===== src/rtl/pulse_trigger_info_reader.sv =====
// Pulse trigger FIFO consumer.
// Pops 128-bit trigger-info words, checks trigger-number continuity and format,
// and emits each record as three 32-bit words on a valid/ready stream.
// It also keeps saturating per-type counters and sticky error flags.
module pulse_trigger_info_reader #(
    parameter int NUM_W = 24,
    parameter int TS_W  = 44,
    parameter int CNT_W = 16
) (
    input  logic             clk,
    input  logic             reset_n,
    input  logic             enable,
    input  logic             readout_done,
    input  logic             reset_trig_num,
    input  logic             fifo_valid,
    input  logic [127:0]     fifo_data,
    output logic             fifo_ready,
    output logic             out_valid,
    input  logic             out_ready,
    output logic [31:0]      out_data,
    output logic             out_last,
    output logic             seq_error,
    output logic             fmt_error,
    output logic [7:0]       seq_err_cnt,
    output logic [CNT_W-1:0] laser_cnt,
    output logic [CNT_W-1:0] am_cnt,
    output logic [CNT_W-1:0] both_cnt,
    output logic [3:0]       state
);

    localparam logic [3:0] ST_IDLE  = 4'b0001;
    localparam logic [3:0] ST_WORD0 = 4'b0010;
    localparam logic [3:0] ST_WORD1 = 4'b0100;
    localparam logic [3:0] ST_WORD2 = 4'b1000;

    localparam int LEN_LSB = TS_W + NUM_W;

    // Fields of the incoming FIFO word
    logic [TS_W-1:0]  in_ts_s;
    logic [NUM_W-1:0] in_num_s;
    logic [1:0]       in_len_s;
    logic             in_pad_nz_s;

    assign in_ts_s     = fifo_data[TS_W-1:0];
    assign in_num_s    = fifo_data[LEN_LSB-1:TS_W];
    assign in_len_s    = fifo_data[LEN_LSB+1:LEN_LSB];
    assign in_pad_nz_s = |fifo_data[127:LEN_LSB+2];

    logic [3:0]       state_q, state_d;
    logic             fifo_ready_q, fifo_ready_d;
    logic             out_valid_q, out_valid_d;
    logic [31:0]      out_data_q, out_data_d;
    logic             out_last_q, out_last_d;
    logic [1:0]       hold_len_q;
    logic [NUM_W-1:0] hold_num_q;
    logic [TS_W-1:0]  hold_ts_q;
    logic [NUM_W-1:0] exp_num_q;
    logic             seq_error_q, fmt_error_q;
    logic [7:0]       seq_err_cnt_q;
    logic [CNT_W-1:0] laser_cnt_q, am_cnt_q, both_cnt_q;
    logic             pop_s;
    logic             hs_s;

    assign pop_s = state_q[0] & fifo_valid & fifo_ready_q;
    assign hs_s  = out_valid_q & out_ready;

    // State register
    always_ff @(posedge clk or negedge reset_n) begin
        if (!reset_n) begin
            state_q <= ST_IDLE;
        end else begin
            state_q <= state_d;
        end
    end

    // Next-state logic: one step per pop or per accepted output word
    always_comb begin
        state_d = state_q;
        case (state_q)
            ST_IDLE:  if (pop_s) state_d = ST_WORD0; else state_d = ST_IDLE;
            ST_WORD0: if (hs_s)  state_d = ST_WORD1; else state_d = ST_WORD0;
            ST_WORD1: if (hs_s)  state_d = ST_WORD2; else state_d = ST_WORD1;
            ST_WORD2: if (hs_s)  state_d = ST_IDLE;  else state_d = ST_WORD2;
            default:  state_d = ST_IDLE;
        endcase
    end

    // Output next-values: the stream registers only change on pop or handshake,
    // so data and last stay stable while the consumer stalls
    always_comb begin
        out_valid_d = out_valid_q;
        out_data_d  = out_data_q;
        out_last_d  = out_last_q;
        case (state_q)
            ST_IDLE: begin
                if (pop_s) begin
                    out_valid_d = 1'b1;
                    out_data_d  = {4'hA, 2'b00, in_len_s, in_num_s};
                    out_last_d  = 1'b0;
                end else begin
                    out_valid_d = 1'b0;
                    out_last_d  = 1'b0;
                end
            end
            ST_WORD0: begin
                if (hs_s) begin
                    out_data_d = {4'hB, 16'h0000, hold_ts_q[43:32]};
                    out_last_d = 1'b0;
                end else begin
                    out_data_d = out_data_q;
                end
            end
            ST_WORD1: begin
                if (hs_s) begin
                    out_data_d = hold_ts_q[31:0];
                    out_last_d = 1'b1;
                end else begin
                    out_data_d = out_data_q;
                end
            end
            ST_WORD2: begin
                if (hs_s) begin
                    out_valid_d = 1'b0;
                    out_data_d  = 32'h0000_0000;
                    out_last_d  = 1'b0;
                end else begin
                    out_valid_d = 1'b1;
                end
            end
            default: begin
                out_valid_d = 1'b0;
                out_data_d  = 32'h0000_0000;
                out_last_d  = 1'b0;
            end
        endcase
        // Pop strobe is registered and only offered while the FSM sits in IDLE
        fifo_ready_d = enable & (state_d == ST_IDLE);
    end

    // Output and pop-strobe registers
    always_ff @(posedge clk or negedge reset_n) begin
        if (!reset_n) begin
            fifo_ready_q <= 1'b0;
            out_valid_q  <= 1'b0;
            out_data_q   <= 32'h0000_0000;
            out_last_q   <= 1'b0;
        end else begin
            fifo_ready_q <= fifo_ready_d;
            out_valid_q  <= out_valid_d;
            out_data_q   <= out_data_d;
            out_last_q   <= out_last_d;
        end
    end

    // Record holding register, loaded on every pop
    always_ff @(posedge clk or negedge reset_n) begin
        if (!reset_n) begin
            hold_len_q <= 2'b00;
            hold_num_q <= '0;
            hold_ts_q  <= '0;
        end else if (pop_s) begin
            hold_len_q <= in_len_s;
            hold_num_q <= in_num_s;
            hold_ts_q  <= in_ts_s;
        end
    end

    // Continuity tracking: compare with pre-update expectation, resync to the
    // received number, and let a readout/TTC reset override the next value
    always_ff @(posedge clk or negedge reset_n) begin
        if (!reset_n) begin
            exp_num_q     <= {{(NUM_W-1){1'b0}}, 1'b1};
            seq_error_q   <= 1'b0;
            seq_err_cnt_q <= 8'd0;
        end else begin
            if (pop_s && (in_num_s != exp_num_q)) begin
                seq_error_q <= 1'b1;
                if (seq_err_cnt_q != 8'hFF) begin
                    seq_err_cnt_q <= seq_err_cnt_q + 8'd1;
                end
            end
            if (readout_done || reset_trig_num) begin
                exp_num_q <= {{(NUM_W-1){1'b0}}, 1'b1};
            end else if (pop_s) begin
                exp_num_q <= in_num_s + {{(NUM_W-1){1'b0}}, 1'b1};
            end
        end
    end

    // Format flag and per-type saturating counters, updated in the pop cycle
    always_ff @(posedge clk or negedge reset_n) begin
        if (!reset_n) begin
            fmt_error_q <= 1'b0;
            laser_cnt_q <= '0;
            am_cnt_q    <= '0;
            both_cnt_q  <= '0;
        end else if (pop_s) begin
            if (in_pad_nz_s || (in_len_s == 2'b00)) begin
                fmt_error_q <= 1'b1;
            end
            case (in_len_s)
                2'b10:   if (laser_cnt_q != {CNT_W{1'b1}}) laser_cnt_q <= laser_cnt_q + 1'b1;
                2'b01:   if (am_cnt_q != {CNT_W{1'b1}})    am_cnt_q    <= am_cnt_q + 1'b1;
                2'b11:   if (both_cnt_q != {CNT_W{1'b1}})  both_cnt_q  <= both_cnt_q + 1'b1;
                default: ;
            endcase
        end
    end

    assign state       = state_q;
    assign fifo_ready  = fifo_ready_q;
    assign out_valid   = out_valid_q;
    assign out_data    = out_data_q;
    assign out_last    = out_last_q;
    assign seq_error   = seq_error_q;
    assign fmt_error   = fmt_error_q;
    assign seq_err_cnt = seq_err_cnt_q;
    assign laser_cnt   = laser_cnt_q;
    assign am_cnt      = am_cnt_q;
    assign both_cnt    = both_cnt_q;

endmodule


===== config.mk =====
export PLATFORM = sky130hd
export DESIGN_NAME = pulse_trigger_info_reader
export DESIGN_NICKNAME = d
export VERILOG_FILES = /design/src/rtl/pulse_trigger_info_reader.sv
export SDC_FILE = /design/constraint.sdc
export NUM_CORES = 1
export LEC_CHECK = 0
export BUFFER_PORTS_ARGS = -buffer_cell sky130_fd_sc_hd__buf_2
export CAP_MARGIN = 20
export CELL_PAD_IN_SITES_DETAIL_PLACEMENT = 1
export CELL_PAD_IN_SITES_GLOBAL_PLACEMENT = 1
export CORE_AREA = 2 2 150 152
export CTS_BUF_LIST = sky130_fd_sc_hd__clkbuf_2 sky130_fd_sc_hd__clkbuf_4 sky130_fd_sc_hd__clkbuf_8
export CTS_CLUSTER_SIZE = 20
export DETAILED_ROUTE_END_ITERATION = 12
export DIE_AREA = 0 0 152 154
export PLACE_DENSITY_LB_ADDON = 0.1
export SETUP_SLACK_MARGIN = 0.5
export SYNTH_ARGS = -nofsm -noshare
export SYNTH_HDL_FRONTEND = slang
export SYNTH_SLANG_ARGS = --single-unit
export TNS_END_PERCENT = 20

===== constraint.sdc =====
create_clock -name clk -period 2 [get_ports clk]
set_input_delay 0.5 -clock clk [delete_from_list [all_inputs] [get_ports clk]]
set_output_delay 0.5 -clock clk [all_outputs]
set_load 0.005 [all_outputs]

After elaboration in Yosys (flattened, before gate mapping)
Cells that the tools add are included.
{"block": "word_totals", "regBits": 165, "in_bits": 135, "out_inout_bits": 97}
{"block": "classes", "addsub": 5, "eq_ne": 18, "n_mux": 18, "bitwise_logic": 4, "n_reduce_logical": 15}
{"op": "$mux W32", "n": 4}
{"op": "$pmux W32 S4", "n": 1}
{"op": "$reduce_or A58 Y1", "n": 1}
{"op": "$add A16 B1 Y16 const B", "n": 3}
{"op": "$mux W24", "n": 2}
{"op": "$ne A16 B16 Y1 const B", "n": 3}
{"op": "$add A24 B1 Y24 const B", "n": 1}
{"op": "$ne A24 B24 Y1", "n": 1}
{"op": "$pmux W4 S4", "n": 1}
{"op": "$reduce_and A3 Y1", "n": 3}
{"op": "$add A8 B1 Y8 const B", "n": 1}
{"op": "$eq A4 B1 Y1 const B", "n": 2}
{"op": "$mux W4", "n": 2}
{"op": "$ne A2 B2 Y1 const B", "n": 4}
{"op": "$ne A8 B8 Y1 const B", "n": 1}
{"op": "$reduce_and A2 Y1", "n": 3}
{"op": "$and A1 B1 Y1", "n": 4}
{"op": "$eq A2 B2 Y1 const B", "n": 2}
{"op": "$eq A4 B2 Y1 const B", "n": 1}
{"op": "$eq A4 B3 Y1 const B", "n": 1}
{"op": "$eq A4 B4 Y1 const B", "n": 1}
{"op": "$mux W1", "n": 4}
{"op": "$reduce_and A4 Y1", "n": 1}
{"op": "$reduce_or A2 Y1", "n": 2}
{"op": "10 further kinds", "n": 11}

Depth between registers and ports, before layout
{"block": "depth", "word_depth": 6, "depth_mapped": 7, "ltp_nobuf": 6}

Worst setup path after synthesis
Ideal clock, no wire load.
{"block": "synth_timing", "kind": "reg-to-reg", "startpoint": "register state_q[0] (netlist: state[0])", "endpoint": "register am_cnt_q[11] (netlist: am_cnt[11])", "setup_ns": 0.123, "arrival_ns": 1.773, "slack_ns": 0.103, "stages_incl_launch_ff": 8, "cell_sequence": "dfstp_2 > buf_6 > and3_1 > buf_4 > nand3b_4 > nor4_1 > nand4_1 > xnor2_1"}
{"block": "synth_between", "elab_chain_cells": 3}
{"item": "start: declaration", "line": "49", "text": "logic [3:0] state_q, state_d;"}
{"item": "start signal: assignment", "line": "72", "text": "state_q <= state_d;"}
{"item": "$and A1 B1 Y1 (2 in a row)", "line": "64", "text": "assign pop_s = state_q[0] & fifo_valid & fifo_ready_q;"}
{"item": "$reduce_and A3 Y1 (no line)"}
{"item": "end signal: assignment", "line": "203", "text": "2'b01: if (am_cnt_q != {CNT_W{1'b1}}) am_cnt_q <= am_cnt_q + 1'b1;"}
{"item": "end: declaration", "line": "60", "text": "logic [CNT_W-1:0] laser_cnt_q, am_cnt_q, both_cnt_q;"}
No other way between the ends.
A chain may end at the register's enable or synchronous reset.

Worst setup path in the final report
{"block": "layout_timing", "startpoint": "register state_q[0] (netlist: state[0])", "endpoint": "register am_cnt_q[14] (netlist: am_cnt[14])"}
The elaborated chain is that of the path after synthesis.

==> impl_metrics.py <==
metrics = {
    "synthesis": {
        "async_flop_share_pct": 100,
        "synth_top_cell_by_area": "dfrtp_1",
        "yosys_warnings": 0,
        "netlist_area_um2": 7780,
        "synth_common_cells": "220 x nand2_1, 163 x dfrtp_1, 62 x xnor2_1, 54 x o21ai_0, 32 x xor2_1",
        "synth_seq_cells": 165,
        "ys_seq_area_share_pct": 53.1,
        "syn_avg_cell_area_um2": 9.77,
        "syn-num-nets": 936,
        "synth-edff-count": 0,
        "synth_ff_type": "dfrtp_1",
        "netlist_instances": 796,
        "netlist.area_leader.share_pct": 52.4,
        "yosysMostFrequentCell": "nand2_1",
        "synth.distinct_cells": 54,
        "ys_top_cells_by_area": "dfrtp_1 52%, nand2_1 11%, xnor2_1 7.0%",
    },
    "grt": {
        "overflow": 0,
        "grt_max_degree": 48,
        "antenna_found_initial": 4,
        "grt_pass1_vias": 7483,
        "grt_usage_pct": 22.3,
        "grt_pass1_wl_um": 41500,
    },
    "worst_setup_path": {
        "cp-start-kind": "register",
        "r2r-start": "state[0]$_DFF_PN1_",
        "worstRegToRegCells": 5,
        "r2r_setup_slack_ns": 0.16,
        "critPathKind": "reg -> reg",
        "cp-end-kind": "register",
        "reg2reg_to": "am_cnt[14]$_DFFE_PN0P_",
        "worst-path-max-fanout": 4,
        "worstPathRequired_ns": 2.39,
        "arrival_ns": 2.23,
    },
    "placement": {
        "place_congestion": 0.789,
        "dp_hpwl_um": 18500,
        "dp.cells": 1340,
        "place_ws_ns": -0.0750,
        "port_buffers": 231,
        "place_area_um2": 9810,
    },
    "floorplan": {
        "die_y_um": 154,
        "die_w_um": 152,
        "dieArea_um2": 23400,
        "initial_utilization_pct": 35.9,
        "core_area_um2": 21700,
        "pin_count": 232,
        "rows": 54,
    },
    "detailed_routing": {
        "dr.pass1.iters": 7,
        "wl_um": 25800,
        "ant_nets": 0,
        "vias": 7059,
        "via_per_inst": 5.03,
        "initialDrtViolationCount": 313,
        "drcViolationCount": 0,
        "wire_per_inst_um": 18.4,
    },
    "timing": {
        "worstMarginPinSlew_ns": 0.533,
        "setup_violations": 0,
        "slew_viol_final": 0,
        "rsz0062_at_grt": "yes",
        "max_slew_margin_pct": 64.2,
        "min_period_over_period_pct": 92.0,
        "fin_skew_ns": 0.0176,
        "fmax_mhz": 544,
        "layout_setup_ws_ns": 0.161,
        "hold_viol": 0,
        "min_period_ns": 1.84,
    },
    "clocking": {
        "cts.sinks": 165,
        "htreeDepth": 4,
        "cts_root_buf": "clkbuf_8",
        "clk_pin_slew_ns": 0.10,
        "cts_buffer_depth": 2,
        "cts_tree": "done",
        "cts_buffers": 17,
        "insertion_delay_ns": 0.46,
    },
    "worst_hold_path": {
        "min-delay-start": "fifo_data[2]",
        "hold_path_class": "in -> reg",
        "holdPathStages": 3,
        "hold_end": "hold_ts_q[2]$_DFFE_PN0P_",
    },
    "run_status": {
        "outcome": "complete, no violations",
    },
    "power_and_ir_drop": {
        "switchingPower_mw": 3.42,
        "pwr-share-clk_pct": 26.2,
        "power_density_nw_per_um2": 930,
        "combPwrFrac_pct": 28.8,
        "switching_share_pct": 33.5,
        "internal_power_mw": 6.78,
        "p_leak_nw": 5.41,
        "p_total_mw": 10.2,
        "peakVddDrop_v": 0.000509,
        "seq_power_share_pct": 45.1,
    },
    "flow_run": {
        "drv_cap": 0,
    },
    "final_layout": {
        "area_growth_pct": 41.0,
        "nNetsFinal": 1249,
        "drive_above_1_share_pct": 39.5,
        "design_area_um2": 11000,
        "fin_util_pct": 50.5,
        "instances_no_fill": 1403,
    },
}
==> cell families (layout without fill, tap and decap cells) <==
| kind of cell | after synthesis | count (layout) | share of synthesized area (%) |
|---|---|---|---|
| buffers and inverters | 40 | 365 | 2.32 |
| other | 0 | 2 | 0 |
| AO/OA/AOI/OAI | 114 | 114 | 9.59 |
| AND/OR/NAND/NOR | 371 | 371 | 22.6 |
| XOR/XNOR | 94 | 94 | 10.6 |
| flip-flops | 165 | 165 | 53.1 |
| adder cells (fa/ha/maj) | 5 | 5 | 0.804 |
| multiplexers | 7 | 7 | 1.01 |
==> sequential cells by signal (all words and copies together), names as in the netlist <==
| signal | flops |
|---|---|
| am_cnt | 16 |
| out_valid | 1 |
| exp_num_q | 24 |
| out_data | 32 |
| fmt_error | 1 |
| laser_cnt | 16 |
| state | 4 |
| hold_ts_q | 44 |
| fifo_ready | 1 |
| out_last | 1 |
| seq_err_cnt | 8 |
| both_cnt | 16 |
| seq_error | 1 |
==> cell type report <==
cell class / count / area [um^2]
Tap cell: 280 / 350
Clock inverter: 14 / 188
Clock buffer: 17 / 234
Inverter: 7 / 26.3
Fill cell: 2548 / 10700
Timing Repair Buffer: 327 / 2140
Multi-Input combinational cell: 591 / 3890
Sequential cell: 165 / 4140
Antenna cell: 2 / 5.00
==> per-layer routing <==
metal,wire (um),track usage [%],share of wire (%),vias up
met3,1350,5.52,5.2,12
met4,187,4.63,0.72,2
met5,13,0,0.050,-
li1,-,-,-,3392
met2,13000,38.4,50,140
met1,11300,28.7,44,3513
==> power groups by stage <==
stage / logic, mW / clock network, mW / registers (mW)
final: 2.93 / 2.67 / 4.59
after detailed placement: 2.40 / 0 / 4.67
after CTS: 2.80 / 2.75 / 4.59
after global routing: 3.25 / 2.91 / 4.70
after floorplan: 1.11 / 0 / 4.60
after global placement: 2.34 / 0 / 4.64
==> stage by stage <==
step	setup TNS (ns)	hold WS (ns)
after detailed placement	-0.368	0.440
after floorplan	0	0.204
after global routing	0	0.199
after global placement	-0.0350	0.442
final	0	0.221
after CTS	0	0.195
==> placed cells by master (no fill, tap or decap), types with 8 or more instances in the layout <==
cell type / count
xnor2_2: 13
and3_1: 14
clkbuf_8: 17
a222oi_1: 12
buf_6: 21
a22oi_1: 15
nand3_1: 23
xnor2_1: 49
buf_12: 9
o21ai_0: 35
buf_4: 65
o21ai_1: 12
nand4_1: 29
xor2_1: 32
nand2_1: 212
nor4_1: 17
dfrtp_1: 158
nor2_1: 18
o21ai_2: 8
buf_2: 228
==> critical path, cell delays in order, from the launching register on <==
cell and delay [ns]:
dfstp_2 0.56, and3_4 0.26, nand3b_4 0.11, or4b_4 0.54, nor3_2 0.15, xor2_1 0.15
==> worst max-delay path by stage <==
stage | startpoint | endpoint | slack (ns) | cells past startpoint
global route | state[0]$_DFF_PN1_ | am_cnt[10]$_DFFE_PN0P_ | 0.08 | 5
finish | state[0]$_DFF_PN1_ | am_cnt[14]$_DFFE_PN0P_ | 0.16 | 5
detailed placement | fifo_data[46] | seq_err_cnt[1]$_DFFE_PN0P_ | -0.08 | 7
CTS | state[0]$_DFF_PN1_ | am_cnt[14]$_DFFE_PN0P_ | 0.15 | 5
global placement | fifo_data[46] | seq_err_cnt[1]$_DFFE_PN0P_ | -0.03 | 7
floorplan | state[0]$_DFF_PN1_ | am_cnt[14]$_DFFE_PN0P_ | 0.11 | 7
==> what timing repair did <==
action	in CTS	in global routing
setup buffers	20	6
endpoints found under the hold margin	31	0
gates cloned	2	1
hold buffers	1	0
pin swaps	21	18
gates resized for setup	55	59
endpoints found under the setup margin	233	259
(Power assumes the default switching activity.)
